==> config.mk <==
export PLATFORM = sky130hd
export DESIGN_NAME = sub_pipe
export DESIGN_NICKNAME = d
export VERILOG_FILES = /design/src/rtl/sub_pipe.sv
export SDC_FILE = /design/constraint.sdc
export NUM_CORES = 1
export LEC_CHECK = 0
export ABC_AREA = 0
export BUFFER_PORTS_ARGS = -buffer_cell sky130_fd_sc_hd__buf_2
export CAP_MARGIN = 25
export CORE_MARGIN = 5
export CORE_UTILIZATION = 53
export CTS_CLUSTER_DIAMETER = 100
export DETAILED_ROUTE_END_ITERATION = 8
export PLACE_DENSITY = 0.79
export SLEW_MARGIN = 15
export SYNTH_ARGS = -nofsm -noshare
export SYNTH_HDL_FRONTEND = slang
export SYNTH_SLANG_ARGS = --single-unit
==> constraint.sdc <==
create_clock -name clk -period 3.21 [get_ports clk]
set_input_delay 0.321 -clock clk [delete_from_list [all_inputs] [get_ports clk]]
set_output_delay 0.321 -clock clk [all_outputs]
set_load 0.005 [all_outputs]
==> src/rtl/sub_pipe.sv <==
// Pipelined subtractor Result = in_A - in_B, one SEG-bit segment per stage; latency STAGES falling edges.
// stall freezes every register (DV0 ignored); flags are recomputed only when a valid slot reaches the output.
module sub_pipe #(
  parameter int WIDTH = 16,
  parameter int SEG   = 8
) (
  input  logic             clk,
  input  logic             rst,
  input  logic             DV0,
  input  logic             stall,
  input  logic             signed_mode,
  input  logic [WIDTH-1:0] in_A,
  input  logic [WIDTH-1:0] in_B,
  output logic             out_valid,
  output logic [WIDTH-1:0] Result,
  output logic             borrow,
  output logic             lt,
  output logic             ovf,
  output logic             zero
);

  localparam int STAGES = WIDTH / SEG;

  // Stage k adds segment k. Operand bits above it are delayed, and finished
  // result bits below it are delayed, so every segment reaches the output together.
  genvar k;
  for (k = 0; k < STAGES; k++) begin : g_stage
    localparam int LO = k * SEG;
    localparam int HI = LO + SEG;

    logic [WIDTH-1:LO] a;
    logic [WIDTH-1:LO] b;
    logic [HI-1:0]     r;
    logic              c_in;
    logic              m;
    logic              v;
    logic [SEG:0]      sum;

    assign sum = {1'b0, a[LO +: SEG]} + {1'b0, ~b[LO +: SEG]} + {{SEG{1'b0}}, c_in};

    if (k == 0) begin : g_src
      assign a    = in_A;
      assign b    = in_B;
      assign c_in = 1'b1;
      assign m    = signed_mode;
      assign v    = DV0;
      assign r    = sum[SEG-1:0];
    end else begin : g_src
      assign a    = g_stage[k-1].g_reg.a_q;
      assign b    = g_stage[k-1].g_reg.b_q;
      assign c_in = g_stage[k-1].g_reg.c_q;
      assign m    = g_stage[k-1].g_reg.m_q;
      assign v    = g_stage[k-1].g_reg.v_q;
      assign r    = {sum[SEG-1:0], g_stage[k-1].g_reg.r_q};
    end

    if (k < STAGES - 1) begin : g_reg
      logic [WIDTH-1:HI] a_q;
      logic [WIDTH-1:HI] b_q;
      logic [HI-1:0]     r_q;
      logic              c_q;
      logic              m_q;
      logic              v_q;

      // The divider datapath registers on the falling edge.
      always_ff @(negedge clk) begin
        if (rst) begin
          a_q <= '0;
          b_q <= '0;
          r_q <= '0;
          c_q <= 1'b0;
          m_q <= 1'b0;
          v_q <= 1'b0;
        end else if (!stall) begin
          a_q <= a[WIDTH-1:HI];
          b_q <= b[WIDTH-1:HI];
          r_q <= r;
          c_q <= sum[SEG];
          m_q <= m;
          v_q <= v;
        end
      end
    end else begin : g_out
      logic a_n;
      logic b_n;
      logic r_n;
      logic v_ovf;

      assign a_n   = a[WIDTH-1];
      assign b_n   = b[WIDTH-1];
      assign r_n   = r[WIDTH-1];
      assign v_ovf = (a_n ^ b_n) & (r_n ^ a_n);

      always_ff @(negedge clk) begin
        if (rst) begin
          out_valid <= 1'b0;
          Result    <= '0;
          borrow    <= 1'b0;
          lt        <= 1'b0;
          ovf       <= 1'b0;
          zero      <= 1'b0;
        end else if (!stall) begin
          out_valid <= v;
          // Bubbles leave the last valid result and flags in place.
          if (v) begin
            Result <= r;
            borrow <= ~sum[SEG];
            ovf    <= v_ovf;
            lt     <= m ? (r_n ^ v_ovf) : ~sum[SEG];
            zero   <= (r == '0);
          end
        end
      end
    end
  end

endmodule

==> metrics.md <==
| Metric | Value |
|---|---|
| Mapped Cells | `291` |
| Count of flip-flops with a built-in enable after synthesis | `0` |
| Sequential standard cell area | `961 um^2` |
| DRT Pass-1 Iters | `5` |
| Fillers | `380` |
| Leakage power | `0.00167 uW` |
| Die Footprint | `0.00618 mm^2` |
| Fin cells | `461` |
| Slew Viols, Final | `0` |
| Die Width | `78.6 um` |
| WP data arrival | `1.81 ns` |
| DP Cell Count | `407` |
| Dpl cell area | `0.00298 mm^2` |
| Final HPWL DP | `4.17 mm` |
| Max Cap Viol | `0` |
| Worst hold path depth | `2` |
| Vias | `2,394` |
| Avg Inst Size Synth | `8.57 um^2` |
| Clk_lat worst skew | `0.37 ns` |
| R2r worst-path depth | `12` |
| Pwr Total | `1540 uW` |
| Critical Path RT | `1.90 ns` |
| Setup Fix Bufs, Post-CTS | `0` |
| Core ar. | `0.00466 mm^2` |
| Die height | `78.6 um` |
| R2R Path Start | `g_stage[0].g_reg.a_q[8]` |
| Num CTS Buffers | `5` |
| Top Ports | `58` |
| CTS tree | `built` |
| DR vias/cell | `5.19` |
| Worst slew margin | `70.6%` |
| Kind of critical path | `in2reg` |
| Synth Register Bits | `48` |
| Gp weighted congestion | `0.823` |
| Post-synthesis cell area | `0.00249 mm^2` |
| RR Endpoint | `zero` |
| Clock Tree Root | `clkbuf_8` |
| Hold Path Class | `reg2reg` |
| Largest net degree at the start of global routing | `33` |
| Final hold vios | `0` |
| Syn. warnings | `0` |
| CTS hold repair buffers | `0` |
| Endpoints failing setup | `0` |
| Fin Clk Skew | `0.0143 ns` |
| Ratio of cells with drive above 1 in the final layout | `24.3%` |
| CTS Sinks | `48` |
| Maximum clock path buffer count | `2` |
| Design area | `0.00325 mm^2` |
| Max VDD drop | `0.448 mV` |
| Rows | `25` |
| Nets@finish | `463` |
| CTS clock-pin slew for the worst setup and hold paths | `0.04 ns` |
| GR Util All Layers | `19.2%` |
| Post-synth ARST share | `0%` |
| Hold path start | `Result[7]` |
| Setup TNS | `0 ns` |
| Antenna violations before repair | `0` |
| Ys flop type | `dfxtp_1` |
| Synth top area share | `38.5%` |
| CP Launch Type | `primary input` |
| CP Max Fanout | `4` |
| Starting DRT DRC Count | `132` |
| Worst-margin pin slew | `0.440 ns` |
| Status | `complete, no violations` |
| Critical Path Sink Type | `register` |
| Grt total ovfl | `0` |
| Multi-input gate area | `0.00145 mm^2` |
| Endpoint, Worst Hold | `Result[7]` |
| Layout area overhead | `30.4%` |
| PD cells | `472 mW/mm^2` |
| Syn_nets | `347` |
| RSZ-0062 raised after global routing | `true` |
| Avg WL per Cell | `12.3 um` |
| Cell taking the most area after synthesis | `dfxtp_1` |
| Post-route DRC | `0` |
| Netlist cell types | `45` |
| Top cells by area, synth | `dfxtp_1 (39%), ha_1 (7.5%), mux2i_1 (7.2%)` |
| Vias in the first global route | `2,395` |
| Number of buffers added on ports | `57` |
| H-tree depth | `2` |
| First-pass GRT wire length | `9.60 mm` |
| Antenna cell count | `0` |
| Antenna-violating nets left | `0` |
| Drt total wl | `5.66 mm` |
| Initial Util | `53.5%` |
| Final core utilization | `69.8%` |
| Sequential cell area fraction in the yosys report | `38.5%` |
| Worst R2R Setup Slack | `0.12 ns` |
how the worst max path moves through the flow:
stage	from	end	slack (ns)
2_1_floorplan	in_A[0]	g_stage[0].g_reg.r_q[4]	-0.03
3_3_place_gp	in_B[1]	g_stage[0].g_reg.r_q[3]	-0.24
3_5_place_dp	in_A[0]	g_stage[0].g_reg.r_q[4]	-0.30
4_1_cts	g_stage[0].g_reg.a_q[8]	zero	0.06
5_1_grt	in_A[0]	g_stage[0].g_reg.r_q[4]	0.007
6_report	in_B[1]	g_stage[0].g_reg.r_q[4]	0.09
synth_stat cells (3+ instances only):
cell and n:
fa_1 4, o211ai_1 3, nand2_1 33, o21a_1 7, nand3b_1 5, a21oi_1 27
mux2i_1 18, ha_1 15, clkbuf_1 7, a21o_1 3, nor2_1 39, or3_1 5
o21ai_0 3, inv_1 23, o31ai_1 3, dfxtp_1 48, nor3_1 6, nor2b_1 5
report_power, final:
part / internal, uW / switching [uW] / total (uW)
sequential: 635 / 24.2 / 659
clock: 223 / 336 / 559
combinational: 158 / 161 / 319
total: 1020 / 521 / 1540
registers in the layout, summed over array words and instances, names as in the netlist:
signal and count:
g_stage.g_reg.c_q 1, Result 16, g_stage.g_reg.m_q 1, g_stage.g_reg.v_q 1, ovf 1, borrow 1
lt 1, out_valid 1, g_stage.g_reg.r_q 8, zero 1, g_stage.g_reg.b_q 8, g_stage.g_reg.a_q 8
layer usage:
metal / vias up / wire [um] / global-route usage [%]
li1: 1226 / - / -
met1: 1085 / 2360 / 21.2
met2: 77 / 2810 / 31.9
met3: 6 / 425 / 7.45
met4: 0 / 56 / 9.79
met5: - / 0 / 0
what timing repair did:
action	in CTS	in global routing
endpoints found under the setup margin	1	3
pin swaps	0	0
gates resized for setup	1	3
layout by cell type (no fill, tap or decap), drive strengths merged, types with 2 or more instances in the layout:
cell / n
buf: 75
inv: 70
dfxtp: 48
nor2: 39
nand2: 33
a21oi: 28
mux2i: 18
ha: 15
o21a: 7
nor3: 6
or3: 5
nand3b: 5
clkbuf: 5
nor2b: 5
fa: 4
o31ai: 4
o211ai: 3
o21ai: 3
a21o: 3
and2: 2
a32oi: 2
o2111ai: 2
nand2b: 2
a211oi: 2
xnor2: 2
xor2: 2
clkinvlp: 2
nor4b: 2
logic make-up (layout without fill, tap and decap cells):
kind of cell,count (synthesis),in the layout,synth area share [%]
AO/OA/AOI/OAI,61,61,16.1
XOR/XNOR,4,4,1.40
adder cells (fa/ha/maj),19,19,10.7
buffers and inverters,36,152,6.47
flip-flops,48,48,38.5
multiplexers,18,18,7.22
AND/OR/NAND/NOR,105,105,19.5
critical path, cell delays in order:
cell and delay (ns):
buf_2 0.17, buf_4 0.13, fa_2 0.19, nor2b_2 0.05, o21a_1 0.20, o21a_1 0.22
or3_1 0.37, a21oi_1 0.14
metrics by stage:
stage,setup slack (ns),hold WS [ns]
finish,0.0867,0.446
floorplan,-0.0347,0.445
detailed placement,-0.303,0.444
CTS,0.0616,0.448
global route,0.00728,0.478
global placement,-0.240,0.441
cell type report:
type,instances,share of cell area (%)
repair buffers,75,12.9
clock inverters,50,5.84
inverters,22,3.00
multi-input cells,207,44.5
well taps,54,2.08
clock buffers,5,2.11
flip-flops and latches,48,29.5
(Power assumes the default switching activity.)
